<file path="config.mk">
export PLATFORM = sky130hd
export DESIGN_NAME = mat_input_loader_flat
export DESIGN_NICKNAME = d
export VERILOG_FILES = /design/src/rtl/mat_input_loader_pkg.sv /design/src/rtl/mat_input_loader_if.sv /design/src/rtl/mat_input_loader_row_writer.sv /design/src/rtl/mat_input_loader.sv /design/src/flat_wrapper.sv
export SDC_FILE = /design/constraint.sdc
export NUM_CORES = 1
export LEC_CHECK = 0
export ABC_CLOCK_PERIOD_IN_PS = 2700
export CAP_MARGIN = 30
export CELL_PAD_IN_SITES_DETAIL_PLACEMENT = 1
export CELL_PAD_IN_SITES_GLOBAL_PLACEMENT = 1
export CORE_ASPECT_RATIO = 0.75
export CORE_MARGIN = 2
export CORE_UTILIZATION = 30
export DETAILED_ROUTE_END_ITERATION = 8
export HOLD_SLACK_MARGIN = 0.02
export PLACE_DENSITY_LB_ADDON = 0.15
export SYNTH_ARGS = -nofsm -noshare
export SYNTH_HDL_FRONTEND = slang
export SYNTH_SLANG_ARGS = --single-unit
export TNS_END_PERCENT = 1
</file>
<file path="constraint.sdc">
create_clock -name clk -period 2.7 [get_ports clk]
set_input_delay 0.27 -clock clk [delete_from_list [all_inputs] [get_ports clk]]
set_output_delay 0.27 -clock clk [all_outputs]
set_load 0.005 [all_outputs]
</file>
<file path="src/rtl/mat_input_loader_pkg.sv">
// Shared constants, state encoding and row types for the matmul input loader.
package mat_input_loader_pkg;
  localparam int DEF_DWIDTH       = 8;
  localparam int DEF_MAT_MUL_SIZE = 8;
  localparam int DEF_AWIDTH       = 10;
  localparam int DEF_STRIDE_W     = 8;
  localparam int ROW_BITS         = DEF_DWIDTH * DEF_MAT_MUL_SIZE;
  // Wide enough to hold a row count of 0..MAT_MUL_SIZE inclusive.
  localparam int ROW_CNT_W        = $clog2(DEF_MAT_MUL_SIZE + 1);

  typedef enum logic [2:0] {
    ST_IDLE,
    ST_LOAD_A,
    ST_LOAD_B,
    ST_START,
    ST_WAIT,
    ST_CLEAR,
    ST_DONE
  } state_e;

  typedef logic [ROW_CNT_W-1:0] row_cnt_t;
endpackage

</file>
<file path="src/rtl/mat_input_loader_if.sv">
// Valid/ready row stream feeding the loader; one beat is one matrix row.
interface mat_input_loader_if #(
  parameter int DW = 64
);
  logic          s_valid;
  logic [DW-1:0] s_data;
  logic          s_last;
  logic          s_ready;

  modport master (output s_valid, output s_data, output s_last, input s_ready);
  modport slave  (input s_valid, input s_data, input s_last, output s_ready);
endinterface

</file>
<file path="src/rtl/mat_input_loader_row_writer.sv">
// One RAM write port: latches base/stride/mask at start and turns each
// accepted beat into a registered write at a running address.
module mat_row_writer
  import mat_input_loader_pkg::*;
#(
  parameter int AW = DEF_AWIDTH,
  parameter int SW = DEF_STRIDE_W,
  parameter int RW = ROW_BITS,
  parameter int NB = DEF_MAT_MUL_SIZE
) (
  input  logic          clk,
  input  logic          resetn,
  input  logic          init,
  input  logic [AW-1:0] cfg_base,
  input  logic [SW-1:0] cfg_stride,
  input  logic [NB-1:0] cfg_mask,
  input  logic          beat,
  input  logic [RW-1:0] data,
  output logic [AW-1:0] bram_addr,
  output logic [RW-1:0] bram_wdata,
  output logic [NB-1:0] bram_we
);
  logic [AW-1:0] addr_acc;
  logic [SW-1:0] stride_q;
  logic [NB-1:0] mask_q;

  always_ff @(posedge clk) begin
    if (!resetn) begin
      addr_acc   <= '0;
      stride_q   <= '0;
      mask_q     <= '0;
      bram_addr  <= '0;
      bram_wdata <= '0;
      bram_we    <= '0;
    end else begin
      bram_we <= '0;
      if (init) begin
        addr_acc <= cfg_base;
        stride_q <= cfg_stride;
        mask_q   <= cfg_mask;
      end else if (beat) begin
        bram_addr  <= addr_acc;
        bram_wdata <= data;
        bram_we    <= mask_q;
        // Address wraps modulo 2^AW by plain truncation.
        addr_acc   <= addr_acc + AW'(stride_q);
      end
    end
  end
endmodule

</file>
<file path="src/rtl/mat_input_loader.sv">
// Loads matrix A then B from a row stream into the matmul RAMs, then runs
// the start / wait-done / clear-done handshake with the multiplier.
module mat_input_loader
  import mat_input_loader_pkg::*;
#(
  parameter int DWIDTH            = DEF_DWIDTH,
  parameter int MAT_MUL_SIZE      = DEF_MAT_MUL_SIZE,
  parameter int AWIDTH            = DEF_AWIDTH,
  parameter int ADDR_STRIDE_WIDTH = DEF_STRIDE_W
) (
  input  logic                          clk,
  input  logic                          resetn,
  input  logic                          cfg_start,
  input  logic                          cfg_clear,
  input  logic [AWIDTH-1:0]             cfg_addr_a,
  input  logic [AWIDTH-1:0]             cfg_addr_b,
  input  logic [ADDR_STRIDE_WIDTH-1:0]  cfg_stride_a,
  input  logic [ADDR_STRIDE_WIDTH-1:0]  cfg_stride_b,
  input  row_cnt_t                      cfg_rows_a,
  input  row_cnt_t                      cfg_rows_b,
  input  logic [MAT_MUL_SIZE-1:0]       cfg_mask_a,
  input  logic [MAT_MUL_SIZE-1:0]       cfg_mask_b,
  mat_input_loader_if.slave             s,
  output logic [AWIDTH-1:0]             bram_addr_a,
  output logic [DWIDTH*MAT_MUL_SIZE-1:0] bram_wdata_a,
  output logic [MAT_MUL_SIZE-1:0]       bram_we_a,
  output logic [AWIDTH-1:0]             bram_addr_b,
  output logic [DWIDTH*MAT_MUL_SIZE-1:0] bram_wdata_b,
  output logic [MAT_MUL_SIZE-1:0]       bram_we_b,
  output logic                          mm_start_reg,
  output logic                          mm_clear_done_reg,
  input  logic                          mm_done,
  output logic                          busy,
  output logic                          done,
  output logic                          err
);
  localparam int RW = DWIDTH * MAT_MUL_SIZE;

  state_e   state, next;
  row_cnt_t rows_a_q, rows_b_q, row_cnt, rows_cur;
  logic     accept, in_a, in_b, start_ok, final_row, last_beat, frame_err;

  assign accept    = s.s_valid && s.s_ready;
  assign in_a      = (state == ST_LOAD_A);
  assign in_b      = (state == ST_LOAD_B);
  assign start_ok  = (state == ST_IDLE) && cfg_start;
  assign rows_cur  = in_b ? rows_b_q : rows_a_q;
  assign final_row = (row_cnt == rows_cur - ROW_CNT_W'(1));
  assign last_beat = accept && (s.s_last || final_row);
  // Early s_last truncates the matrix; a missing s_last on the final row only flags.
  assign frame_err = accept && (s.s_last != final_row);

  always_ff @(posedge clk) begin
    if (!resetn) state <= ST_IDLE;
    else         state <= next;
  end

  always_comb begin
    next = state;
    case (state)
      ST_IDLE: if (cfg_start) begin
        if (cfg_rows_a != '0)      next = ST_LOAD_A;
        else if (cfg_rows_b != '0) next = ST_LOAD_B;
        else                       next = ST_START;
      end
      ST_LOAD_A: if (last_beat) next = (rows_b_q != '0) ? ST_LOAD_B : ST_START;
      ST_LOAD_B: if (last_beat) next = ST_START;
      ST_START:  next = ST_WAIT;
      ST_WAIT:   if (mm_done) next = ST_CLEAR;
      ST_CLEAR:  next = ST_DONE;
      ST_DONE:   if (cfg_clear) next = ST_IDLE;
      default:   next = ST_IDLE;
    endcase
  end

  always_ff @(posedge clk) begin
    if (!resetn) begin
      s.s_ready         <= 1'b0;
      busy              <= 1'b0;
      done              <= 1'b0;
      err               <= 1'b0;
      mm_start_reg      <= 1'b0;
      mm_clear_done_reg <= 1'b0;
      rows_a_q          <= '0;
      rows_b_q          <= '0;
      row_cnt           <= '0;
    end else begin
      s.s_ready         <= (next == ST_LOAD_A) || (next == ST_LOAD_B);
      busy              <= (next != ST_IDLE) && (next != ST_DONE);
      done              <= (next == ST_DONE);
      // Pulses trail their state by one cycle so the last RAM write lands first.
      mm_start_reg      <= (state == ST_START);
      mm_clear_done_reg <= (state == ST_CLEAR);
      if (start_ok) begin
        rows_a_q <= cfg_rows_a;
        rows_b_q <= cfg_rows_b;
      end
      if (start_ok)       err <= 1'b0;
      else if (frame_err) err <= 1'b1;
      if (state == ST_IDLE) row_cnt <= '0;
      else if (accept)      row_cnt <= last_beat ? '0 : row_cnt + ROW_CNT_W'(1);
    end
  end

  mat_row_writer #(.AW(AWIDTH), .SW(ADDR_STRIDE_WIDTH), .RW(RW), .NB(MAT_MUL_SIZE)) u_wr_a (
    .clk        (clk),
    .resetn     (resetn),
    .init       (start_ok),
    .cfg_base   (cfg_addr_a),
    .cfg_stride (cfg_stride_a),
    .cfg_mask   (cfg_mask_a),
    .beat       (accept && in_a),
    .data       (s.s_data),
    .bram_addr  (bram_addr_a),
    .bram_wdata (bram_wdata_a),
    .bram_we    (bram_we_a)
  );

  mat_row_writer #(.AW(AWIDTH), .SW(ADDR_STRIDE_WIDTH), .RW(RW), .NB(MAT_MUL_SIZE)) u_wr_b (
    .clk        (clk),
    .resetn     (resetn),
    .init       (start_ok),
    .cfg_base   (cfg_addr_b),
    .cfg_stride (cfg_stride_b),
    .cfg_mask   (cfg_mask_b),
    .beat       (accept && in_b),
    .data       (s.s_data),
    .bram_addr  (bram_addr_b),
    .bram_wdata (bram_wdata_b),
    .bram_we    (bram_we_b)
  );
endmodule

</file>
<file path="src/flat_wrapper.sv">
// flat-port wrapper written by rule: the top's interface ports become plain ports
module mat_input_loader_flat import mat_input_loader_pkg::*;
#(
  parameter int DWIDTH            = DEF_DWIDTH,
  parameter int MAT_MUL_SIZE      = DEF_MAT_MUL_SIZE,
  parameter int AWIDTH            = DEF_AWIDTH,
  parameter int ADDR_STRIDE_WIDTH = DEF_STRIDE_W
)
  (clk, resetn, cfg_start, cfg_clear, cfg_addr_a, cfg_addr_b, cfg_stride_a, cfg_stride_b, cfg_rows_a, cfg_rows_b, cfg_mask_a, cfg_mask_b, bram_addr_a, bram_wdata_a, bram_we_a, bram_addr_b, bram_wdata_b, bram_we_b, mm_start_reg, mm_clear_done_reg, mm_done, busy, done, err, s_s_valid, s_s_data, s_s_last, s_s_ready);
  mat_input_loader_if #(.DW(64)) s_i ();
  input  logic clk;
  input  logic resetn;
  input  logic cfg_start;
  input  logic cfg_clear;
  input  logic [AWIDTH-1:0] cfg_addr_a;
  input  logic [AWIDTH-1:0] cfg_addr_b;
  input  logic [ADDR_STRIDE_WIDTH-1:0] cfg_stride_a;
  input  logic [ADDR_STRIDE_WIDTH-1:0] cfg_stride_b;
  input  row_cnt_t cfg_rows_a;
  input  row_cnt_t cfg_rows_b;
  input  logic [MAT_MUL_SIZE-1:0] cfg_mask_a;
  input  logic [MAT_MUL_SIZE-1:0] cfg_mask_b;
  output logic [AWIDTH-1:0] bram_addr_a;
  output logic [DWIDTH*MAT_MUL_SIZE-1:0] bram_wdata_a;
  output logic [MAT_MUL_SIZE-1:0] bram_we_a;
  output logic [AWIDTH-1:0] bram_addr_b;
  output logic [DWIDTH*MAT_MUL_SIZE-1:0] bram_wdata_b;
  output logic [MAT_MUL_SIZE-1:0] bram_we_b;
  output logic mm_start_reg;
  output logic mm_clear_done_reg;
  input  logic mm_done;
  output logic busy;
  output logic done;
  output logic err;
  input wire logic [$bits(s_i.s_valid)-1:0] s_s_valid;
  input wire logic [$bits(s_i.s_data)-1:0] s_s_data;
  input wire logic [$bits(s_i.s_last)-1:0] s_s_last;
  output wire logic [$bits(s_i.s_ready)-1:0] s_s_ready;
  assign s_i.s_valid = s_s_valid;
  assign s_i.s_data = s_s_data;
  assign s_i.s_last = s_s_last;
  assign s_s_ready = s_i.s_ready;
  mat_input_loader #(.DWIDTH(DWIDTH), .MAT_MUL_SIZE(MAT_MUL_SIZE), .AWIDTH(AWIDTH), .ADDR_STRIDE_WIDTH(ADDR_STRIDE_WIDTH)) u_core (.clk(clk), .resetn(resetn), .cfg_start(cfg_start), .cfg_clear(cfg_clear), .cfg_addr_a(cfg_addr_a), .cfg_addr_b(cfg_addr_b), .cfg_stride_a(cfg_stride_a), .cfg_stride_b(cfg_stride_b), .cfg_rows_a(cfg_rows_a), .cfg_rows_b(cfg_rows_b), .cfg_mask_a(cfg_mask_a), .cfg_mask_b(cfg_mask_b), .s(s_i), .bram_addr_a(bram_addr_a), .bram_wdata_a(bram_wdata_a), .bram_we_a(bram_we_a), .bram_addr_b(bram_addr_b), .bram_wdata_b(bram_wdata_b), .bram_we_b(bram_we_b), .mm_start_reg(mm_start_reg), .mm_clear_done_reg(mm_clear_done_reg), .mm_done(mm_done), .busy(busy), .done(done), .err(err));
endmodule
</file>
==> results.toml <==
[outcome]
status = "complete, no violations"

[die]
die_y_um = 156
core_area_um2 = 30200
fp.dieArea_um2 = 32100
rows = 55
fp.dieW_um = 206
io_pins = 301
initial_utilization = 0.305

[critical_path]
crit_type = "flop to flop"
cp_max_fo = 7
critPathLaunchType = "flop"
crit_required_ns = 3.12
endpoint_kind = "flop"
r2r-start = "u_core.state[1]"
arrival_ns = 3.08
crit_start = "u_core.state[1]"

[clock_network]
cts_root_buf = "clkbuf_16"
cts_max_path_buffers = 3
cts_sinks = 237
clock_latency_ns = 0.53
tritoncts = "built"
ctsHoldBuffers = 0
cts-buffers-inserted = 25
clkTransAtPathRegs_ns = 0.06
h-tree-depth = 1

[place]
dpl.hpwl_um = 22300
routabilityCongestion = 0.830
io_buffers = 300
dpl_cell_area_um2 = 12700

[synthesis]
syn_area_um2 = 9210
synth_fa_ha_area_frac = 0.0288
synth-main-ff-cell = "dfxtp_1"
synth_common_cells = "nand2_1, dfxtp_1, a21oi_1, clkbuf_1, buf_2"
synth_compound_area_frac = 0.180
postSynthCellCount = 1142
synth_top_family_by_area = "simple AND/OR/NAND/NOR gates"
yosysTopAreaCell = "dfxtp_1"
ys.warnings.count = 0
muxShareOfSynthArea = 0.00326
yosysSeqAreaShare = 0.515
synth-xor-area-share = 0.00856
async_reset_ff_frac = 0
avgSynthCellArea_um2 = 8.06
synthMostInstantiatedCell = "nand2_1"
syn_nets = 1293
synthTopCellsByArea = "dfxtp_1, nand2_1, a21oi_1"
synthSimpleGateAreaFrac = 0.221
netlist-cell-type-count = 57
synth_edf_count = 0
ys_seq_elements = 237
synth_top_area_share = 0.515

[min_path]
hp-class = "input port to flop"
hp-start = "cfg_mask_b[6]"

[global_route]
grt_first_pass_wirelength_um = 50500
grt_pass1_vias = 8905
antenna_found_initial = 1
grt_max_degree = 83
grt-ovfl-total = 0
track_usage = 0.198

[routing]
wl_per_cell_um = 17.7
detailedRoute.firstIterationViolations = 370
dr.pass1.iters = 4
routed-via-count = 8841
drc = 0
viasPerCell = 4.82
wl_um = 32400
antenna_left = 0

[timing]
tightest_slew_ns = 0.708
relSlewSlack = 0.528
skew_ns = 0.0173
slew_viol_final = 0
max_freq_mhz = 376
rsz0062_at_grt = "true"
fin_crit_sh = 0.986
finalSetupViolCount = 0
timing.hold.ws_ns = 0.285
hold_viol = 0
period_needed_ns = 2.66

[final_layout]
drive_gt1_frac = 0.0592
design_area_um2 = 13600
areaGrowthSynthToFinish_pct = 47.2
n_antenna_cell = 0
finalNetCount = 1573
reg_top3 = "u_core.u_wr_a.bram_wdata: 64 flops, u_core.u_wr_b.bram_wdata: 64 flops"

[power]
p_leak_nw = 4.76
ir_drop_mv = 0.380
power_density_nw_per_um2 = 628

[flow_run]
cap_violations = 0
metrics by stage:
stage	instances	total power, mW	worst slack, ns	utilization	TNS [ns]
after floorplan	1142	4.51	0.0863	-	0
after global placement	1788	5.14	0.0580	0.419	0
after detailed placement	1788	5.16	-0.0125	0.419	-0.0208
after CTS	1832	8.63	-0.00292	0.446	-0.00363
after global routing	1834	8.97	-0.149	0.449	-0.267
final	1834	8.52	0.0371	0.449	0
per-layer routing:
layer  GRT usage  vias to the layer above  wire length (um)
met1       0.277                     4209             15400
li1            -                     4392                 -
met5           0                        -                13
met4      0.0418                        2               614
met2       0.314                      199             14600
met3      0.0416                       39              1820
repair_timing:
item / CTS / global route
setup endpoints to repair: 2 / 4
setup buffers: 4 / 2
pin swaps: 6 / 7
gates resized for setup: 3 / 14
endpoints found under the hold margin: 0 / 0
path summary, 6_finish.rpt:
kind,slack (ns),cells past startpoint,endpoint
max reg2reg,0.04,14,u_core.busy
min reg2reg,0.45,2,u_core.u_wr_b.mask_q[3]
max,0.04,14,u_core.busy
min,0.29,3,u_core.u_wr_b.mask_q[6]
logic make-up (layout without fill, tap and decap cells):
kind of cell / count (synthesis) / in the layout
fa+ha+maj: 20 / 20
xor+xnor: 9 / 9
compound gates: 296 / 296
flops: 237 / 237
simple gates: 485 / 485
mux: 3 / 3
buf+inv: 92 / 385
cells in the final DEF (no fill, tap or decap), drive strengths merged, types with 2 or more instances in the layout:
master         instances
xnor2                  6
a221oi                 3
clkbuf                37
o2111ai                2
o22ai                  2
nor3b                  2
a211oi                 3
a2111o                 2
or3                    5
o211ai                 5
buf                   30
xor2                   3
nor4                   5
clkdlybuf4s50        300
mux2i                  3
and2                   4
o21a                  10
nand2b                 3
inv                   15
a211o                  5
ha                    18
nor2b                  4
a21oi                217
nand3                 11
and3                  21
dfxtp                237
nor3                   7
nor4b                  2
nand2                394
bufinv                 2
a31oi                  4
a32oi                  3
o21ai                 17
fa                     2
a22oi                 12
a21o                   4
nor2                  19
report_power, final:
part | switching [mW] | internal (mW)
combinational | 0.696 | 0.643
clock | 1.40 | 1.99
sequential | 0.128 | 3.67
critical path, cell delays in order (launching register included):
cell      delay (ns)
dfxtp_2         0.32
nor3b_4         0.15
buf_12          0.14
buf_4           0.13
buf_4           0.13
nor4_1          0.20
a21oi_1         0.07
nor3_1          0.18
a31oi_1         0.07
ha_2            0.18
nand3b_1        0.20
a21oi_2         0.16
o211ai_1        0.17
buf_4           0.20
a211o_1         0.24
final cells by class:
class,count,area (um^2)
timing repair buffer,330,3300
multi-input combinational,813,4180
fill,3513,16600
sequential,237,4750
clock buffer,37,711
clock inverter,3,65.1
tap,399,499
inverter,15,61.3
(Power assumes the default switching activity.)
